$ cat config.mk
export PLATFORM = sky130hd
export DESIGN_NAME = decoder_7seg_f
export DESIGN_NICKNAME = d
export VERILOG_FILES = /design/src/rtl/decoder_7seg_pkg.sv /design/src/rtl/decoder_7seg_f_bcd_to_seg.sv /design/src/rtl/decoder_7seg_f.sv
export SDC_FILE = /design/constraint.sdc
export NUM_CORES = 1
export LEC_CHECK = 0
export BUFFER_PORTS_ARGS = -buffer_cell sky130_fd_sc_hd__clkbuf_2
export CAP_MARGIN = 20
export CELL_PAD_IN_SITES_DETAIL_PLACEMENT = 1
export CELL_PAD_IN_SITES_GLOBAL_PLACEMENT = 1
export CORE_MARGIN = 5
export CORE_UTILIZATION = 41
export CTS_BUF_LIST = sky130_fd_sc_hd__clkbuf_16
export CTS_CLUSTER_DIAMETER = 50
export CTS_CLUSTER_SIZE = 20
export DETAILED_ROUTE_END_ITERATION = 10
export GPL_TIMING_DRIVEN = 0
export MAX_ROUTING_LAYER = met4
export PLACE_DENSITY_LB_ADDON = 0.1
export RECOVER_POWER = 50
export REMOVE_ABC_BUFFERS = 1
export SKIP_LAST_GASP = 1
export SLEW_MARGIN = 20
export SYNTH_ARGS = -nofsm -noshare
export SYNTH_HDL_FRONTEND = slang
export SYNTH_SLANG_ARGS = --single-unit
export TNS_END_PERCENT = 50
$ cat constraint.sdc
create_clock -name clk -period 0.8 [get_ports clk]
set_input_delay 0.16 -clock clk [delete_from_list [all_inputs] [get_ports clk]]
set_output_delay 0.16 -clock clk [all_outputs]
set_load 0.05 [all_outputs]
$ cat src/rtl/decoder_7seg_pkg.sv
// Shared types and segment patterns for the M:SS seven-segment display decoder.
// Segment bit order is [6]=a [5]=b [4]=c [3]=d [2]=e [1]=f [0]=g, active-high (1 = lit).
package decoder_7seg_pkg;

    typedef logic [6:0] seg_t;
    typedef logic [3:0] bcd_t;

    localparam int SEG_A = 6;
    localparam int SEG_B = 5;
    localparam int SEG_C = 4;
    localparam int SEG_D = 3;
    localparam int SEG_E = 2;
    localparam int SEG_F = 1;
    localparam int SEG_G = 0;

    localparam seg_t SEG_0     = 7'h7E;
    localparam seg_t SEG_1     = 7'h30;
    localparam seg_t SEG_2     = 7'h6D;
    localparam seg_t SEG_3     = 7'h79;
    localparam seg_t SEG_4     = 7'h33;
    localparam seg_t SEG_5     = 7'h5B;
    localparam seg_t SEG_6     = 7'h5F;
    localparam seg_t SEG_7     = 7'h70;
    localparam seg_t SEG_8     = 7'h7F;
    localparam seg_t SEG_9     = 7'h7B;
    localparam seg_t SEG_BLANK = 7'h00;
    localparam seg_t SEG_DASH  = 7'h01;

endpackage

$ cat src/rtl/decoder_7seg_f_bcd_to_seg.sv
// Combinational BCD-to-seven-segment lookup; codes above 9 map to INVALID_PATTERN.
module bcd_to_seg
    import decoder_7seg_pkg::*;
#(
    parameter seg_t INVALID_PATTERN = SEG_DASH
) (
    input  bcd_t bcd,
    output seg_t segs
);

    always_comb begin
        segs = INVALID_PATTERN;
        case (bcd)
            4'd0: segs = SEG_0;
            4'd1: segs = SEG_1;
            4'd2: segs = SEG_2;
            4'd3: segs = SEG_3;
            4'd4: segs = SEG_4;
            4'd5: segs = SEG_5;
            4'd6: segs = SEG_6;
            4'd7: segs = SEG_7;
            4'd8: segs = SEG_8;
            4'd9: segs = SEG_9;
            default: segs = INVALID_PATTERN;
        endcase
    end

endmodule

$ cat src/rtl/decoder_7seg_f.sv
// Registered three-digit (M:SS) BCD-to-seven-segment decoder with one-cycle latency.
// Define LEADING_ZERO_BLANK_EN to blank the minutes digit when it is zero.
module decoder_7seg_f
    import decoder_7seg_pkg::*;
#(
    parameter seg_t INVALID_PATTERN = SEG_DASH
) (
    input  logic       clk,
    input  logic       rst_n,
    input  logic [3:0] min,
    input  logic [3:0] sec_tens,
    input  logic [3:0] sec_ones,
    output logic [6:0] min_segs,
    output logic [6:0] sec_tens_segs,
    output logic [6:0] sec_ones_segs
);

    seg_t min_dec;
    seg_t sec_tens_dec;
    seg_t sec_ones_dec;
    seg_t min_next;

    bcd_to_seg #(.INVALID_PATTERN(INVALID_PATTERN)) u_dec_min (
        .bcd  (min),
        .segs (min_dec)
    );

    bcd_to_seg #(.INVALID_PATTERN(INVALID_PATTERN)) u_dec_sec_tens (
        .bcd  (sec_tens),
        .segs (sec_tens_dec)
    );

    bcd_to_seg #(.INVALID_PATTERN(INVALID_PATTERN)) u_dec_sec_ones (
        .bcd  (sec_ones),
        .segs (sec_ones_dec)
    );

`ifdef LEADING_ZERO_BLANK_EN
    // Only the minutes digit is a leading position; seconds always show.
    assign min_next = (min == 4'd0) ? SEG_BLANK : min_dec;
`else
    assign min_next = min_dec;
`endif

    always_ff @(posedge clk or negedge rst_n) begin
        if (!rst_n) begin
            min_segs      <= SEG_BLANK;
            sec_tens_segs <= SEG_BLANK;
            sec_ones_segs <= SEG_BLANK;
        end else begin
            min_segs      <= min_next;
            sec_tens_segs <= sec_tens_dec;
            sec_ones_segs <= sec_ones_dec;
        end
    end

endmodule

---- Word level (Yosys, flattened, before mapping) ----
Memories as Yosys holds them, arrays and structs flattened. A register that Yosys moved wholly into a read port is not among the register bits.
Index checks and enable logic that the tools add are counted.
storage, ports and cells
  bits in writable memories ............... 0
  memories kept ........................... 3
  input bits .............................. 14
  word-level logic and storage cells ...... 6
  bits in registers ....................... 0
  bits in latches ......................... 0
  bits in read-only memories .............. 336
memories
  name              depth  bits a word  rd ports  clocked after Yosys merged registers in  write ports  line                             text
  (name not given)  16     7            1         1                                        0            decoder_7seg_f_bcd_to_seg.sv:13  case (bcd)
  (name not given)  16     7            1         1                                        0            decoder_7seg_f_bcd_to_seg.sv:13
  (name not given)  16     7            1         1                                        0            decoder_7seg_f_bcd_to_seg.sv:13
cells by class
  $add $sub $neg .......................... 0
  equality and inequality tests ........... 0
  $mul .................................... 0
  bitwise logic cells ..................... 0
  $lt $le $gt $ge ......................... 0
  shift-type cells ........................ 0
  divide/modulo/power cells ............... 0
  reductions and logical operators ........ 3
  muxes and demuxes ....................... 0
operator list
  cell               count
  1-bit logical NOT  3

---- Depth between registers and ports, before layout ----
  depth in word-level cells ............... 1
  depth in mapped cells ................... 5
  gate-level depth less buffers ........... 5

---- Modules after synthesis ----
From an unflattened synthesis, not the netlist that was laid out.
second synthesis, totals
  cell total of the unflattened synthesis .. 108
  area total of the unflattened synthesis .. 1,208.7 um^2
modules (own cells, without submodules)
  module          sequential area each (um^2)  cells each  area an instance (um^2)  times used
  bcd_to_seg      0.0                          29          227.7                    3
  decoder_7seg_f  525.5                        21          525.5                    1

---- Worst setup path after synthesis ----
OpenSTA, ideal clock, no wires.
  path kind ............................... input to register
  start point ............................. input min[0]
  end point ............................... register min_segs[4]
  path slack .............................. -0.021 ns
  data arrival time ....................... 0.697 ns
  cell stages on the path ................. 4
  cell sequence ........................... inv_1 -> ha_1 -> inv_1 -> o31a_1
RTL lines
  item             line                  text
  start, declared  decoder_7seg_f.sv:10  input logic [3:0] min,
  end, declared    decoder_7seg_f.sv:13  output logic [6:0] min_segs,

---- Final worst setup path ----
  start point ............................. register sec_tens_segs[3]
  end point ............................... output sec_tens_segs[3]
RTL lines
  item             line                  text
  start, declared  decoder_7seg_f.sv:14  output logic [6:0] sec_tens_segs,
No word-level cell between the ends.

==> impl_results.md <==
- CTS sink cnt: 21
- Core box area: 2710 sq um
- TritonRoute pass-1 iters: 3
- Critical path startpoint: sec_tens_segs[3]
- Clock root buffer: clkbuf_16
- Final critical-path required period: 0.973 ns
- Fin worst setup slack: -0.173 ns
- Die height: 62.8 um
- DP Worst Slack: -0.333 ns
- Most area-consuming cells after synthesis: dfrtp_1, ha_1, o21ai_1, inv_1, nor2b_4
- Dpl cell area: 1330 sq um
- Post-DP HPWL: 1880 um
- Sw Share: 30.9%
- Switching pwr: 957 uW
- Critical Path AT: 0.81 ns
- Synth Flop Type: dfrtp_1
- Number of maximum-capacitance violations: 0
- Setup Total Neg Slack: -3.17 ns
- Max Fclk: 1.03 GHz
- Vias post-DR: 849
- Largest net degree at the start of global routing: 22
- Drt wl/cell: 13.6 um
- Post-Synth Simple-Gate Area: 8.74%
- Cell internal pwr: 2.14 mW
- Crit path required time: 0.64 ns
- CTS Buf Count: 3
- Asr flop ratio synth: 100%
- Final net count: 173
- Row cnt: 19
- Netlist cell types: 22
- Mux cell area share after synthesis: 0.874%
- Initial antenna violation count: 0
- Worst VDD drop: 1400 uV
- Synth Area in XOR/XNOR: 0%
- RSZ-0062 raised after global routing: yes
- Worst path top cell family by delay: flip-flops
- Hold crit path type: input port to async pin
- Routed wire length: 2330 um
- H-tree Lvls: 1
- CP Buf/Inv Count: 1
- Total track usage: 13.4%
- Status: finished with violations
- Synth Cell Area: 1140 sq um
- Seq pwr share: 38.7%
- CP max stage cell: dfrtp_1
- Clock share of power: 33.3%
- Area grow syn2layout: 37.5%
- Antenna viol nets, final: 0
- Failing checks: negative hold slack, negative setup slack
- Register area: 526 sq um
- Vias/cell: 4.96
- I/O pin count: 35
- Crit Path Max Fanout: 1
- Area of the multi-input gates: 537 sq um
- First-pass GRT wire length: 4170 um
- Adder-Cell Fraction of Synth Area: 19.7%
- Comb pwr share: 28.0%
- Cell area after layout: 1570 sq um
- LEAKAGE: 0.806 nW
- Hold_ws: -0.139 ns
- Crit path capture type: primary output
- Compound-gate portion of the synthesized area: 17.6%
- Hold Fails Final Rpt: 21
- Fill cells: 296
- Initial DRC count: 20
- Die ar.: 3950 sq um
- Top-area cell type share of the netlist area: 45.9%
- Relative slew slack: 67.5%
- Main combinational cell family by area after synthesis: adder cells
- Initial Util: 42.2%
- Clock transition at path regs: 0.06 ns
- CP startpoint kind: flop
- Yosys reg bits: 21
- Number of synthesized flops with an enable pin: 0
- Tcrit/Tclk final: 122%
- Share of layout cells above drive strength 1: 37.1%
- Port bufs: 34
- Register area share after synthesis: 45.9%
- Power Density: 1970 nW/um^2
- Deepest clock path buffer count: 2
- Critical Path End: sec_tens_segs[3]
- Die Width: 62.8 um
- Slew @ Worst Pin: 0.488 ns
- Antenna fix cells: 0
- Cell breakdown of the critical path: buf_8
- Layout Utilization: 58.1%
- Cell count after synthesis: 104
- Avg Synthesized Cell Area: 11.0 sq um
- Vias in the first global route: 915
- CTS tree: done
- GP Congestion: 0.809
- Crit path depth: 1
- Largest stage delay, worst path: 0.40 ns
- Max-slew violation count: 0
- WS Path Type: flop to primary output
- Congestion Overflow GR: 0
- Yosys warns: 0
- Post-CTS setup buffer count: 0
- Final Setup Violations: 23
- DRC: 0
- Area leader, netlist: dfrtp_1
## worst min-delay path by stage
stage | end | slack [ns] | cells after the start
after floorplan | min_segs[0] | -0.14 | 0
after global placement | min_segs[4] | 0.14 | 1
after detailed placement | min_segs[4] | 0.15 | 1
after CTS | min_segs[0] | -0.11 | 1
after global routing | min_segs[0] | -0.08 | 1
final | min_segs[1] | -0.14 | 1
## sequential cells by signal (all words and copies together), names as in the netlist
register	count
min_segs	7
sec_tens_segs	7
sec_ones_segs	7
## timing repair
item | CTS | global route
gates resized for setup | 32 | 25
hold endpoints to repair | 21 | 21
setup endpoints to repair | 23 | 33
## Yosys cell counts (all sizes together) (2+ instances only)
cell,n
a22o,2
nor2b,2
and2,2
inv,16
a31oi,2
nand2b,2
buf,2
dfrtp,21
nor2,7
o22ai,6
o21ai,15
ha,18
nand2,3
a21oi,3
## logic make-up (layout without fill, tap and decap cells)
kind of cell / Yosys count / in the layout
AOI/OAI and AO/OA: 30 / 30
adders and majority gates: 18 / 18
buffers and inverters: 18 / 54
DFF: 21 / 21
muxes: 1 / 1
and+or+nand+nor: 16 / 16
## layout make-up
class	count	share of cell area, %
Multi-Input combinational cell	65	34.1
Sequential cell	21	33.4
Timing Repair Buffer	34	21.1
Clock buffer	3	4.77
Inverter	16	3.82
Tap cell	31	2.46
Clock inverter	1	0.318
## stage by stage
step                      total power [mW]  std cells  hold WS, ns
after floorplan                       1.70        102       -0.136
after global placement                1.91        167        0.139
after detailed placement              1.94        167        0.153
after CTS                             3.08        171       -0.114
after global routing                  3.25        171      -0.0843
final                                 3.09        171       -0.139
## cell usage in the layout, fill, tap and decap left out, types with 2 or more instances in the layout
cell type  netlist  layout
a21oi_2          3       3
a22o_1           2       2
a31oi_1          2       2
and2_1           2       2
buf_6            2       9
buf_8            0       6
clkbuf_16        0       3
clkbuf_2         0      13
clkbuf_8         0       5
dfrtp_1         21      21
ha_1            18      18
inv_1           12      12
inv_2            4       4
nand2_1          3       3
nor2_1           6       6
nor2b_4          2       2
o21ai_1         14      14
o22ai_1          4       4
o22ai_2          2       2
## power groups by stage
stage	Sequential, mW	Clock (mW)	Combinational (mW)
after global routing	1.21	1.12	0.927
after detailed placement	1.20	0	0.740
final	1.20	1.03	0.866
after global placement	1.19	0	0.724
after CTS	1.18	1.06	0.836
after floorplan	1.50	0	0.196
## routing by layer
metal	track usage, %	vias to the layer above	wire (um)
met5	-	-	0
met4	5.57	0	44
met3	2.52	5	120
met2	24.6	26	1220
met1	13.8	404	945
li1	-	414	-
(Power assumes the default switching activity.)
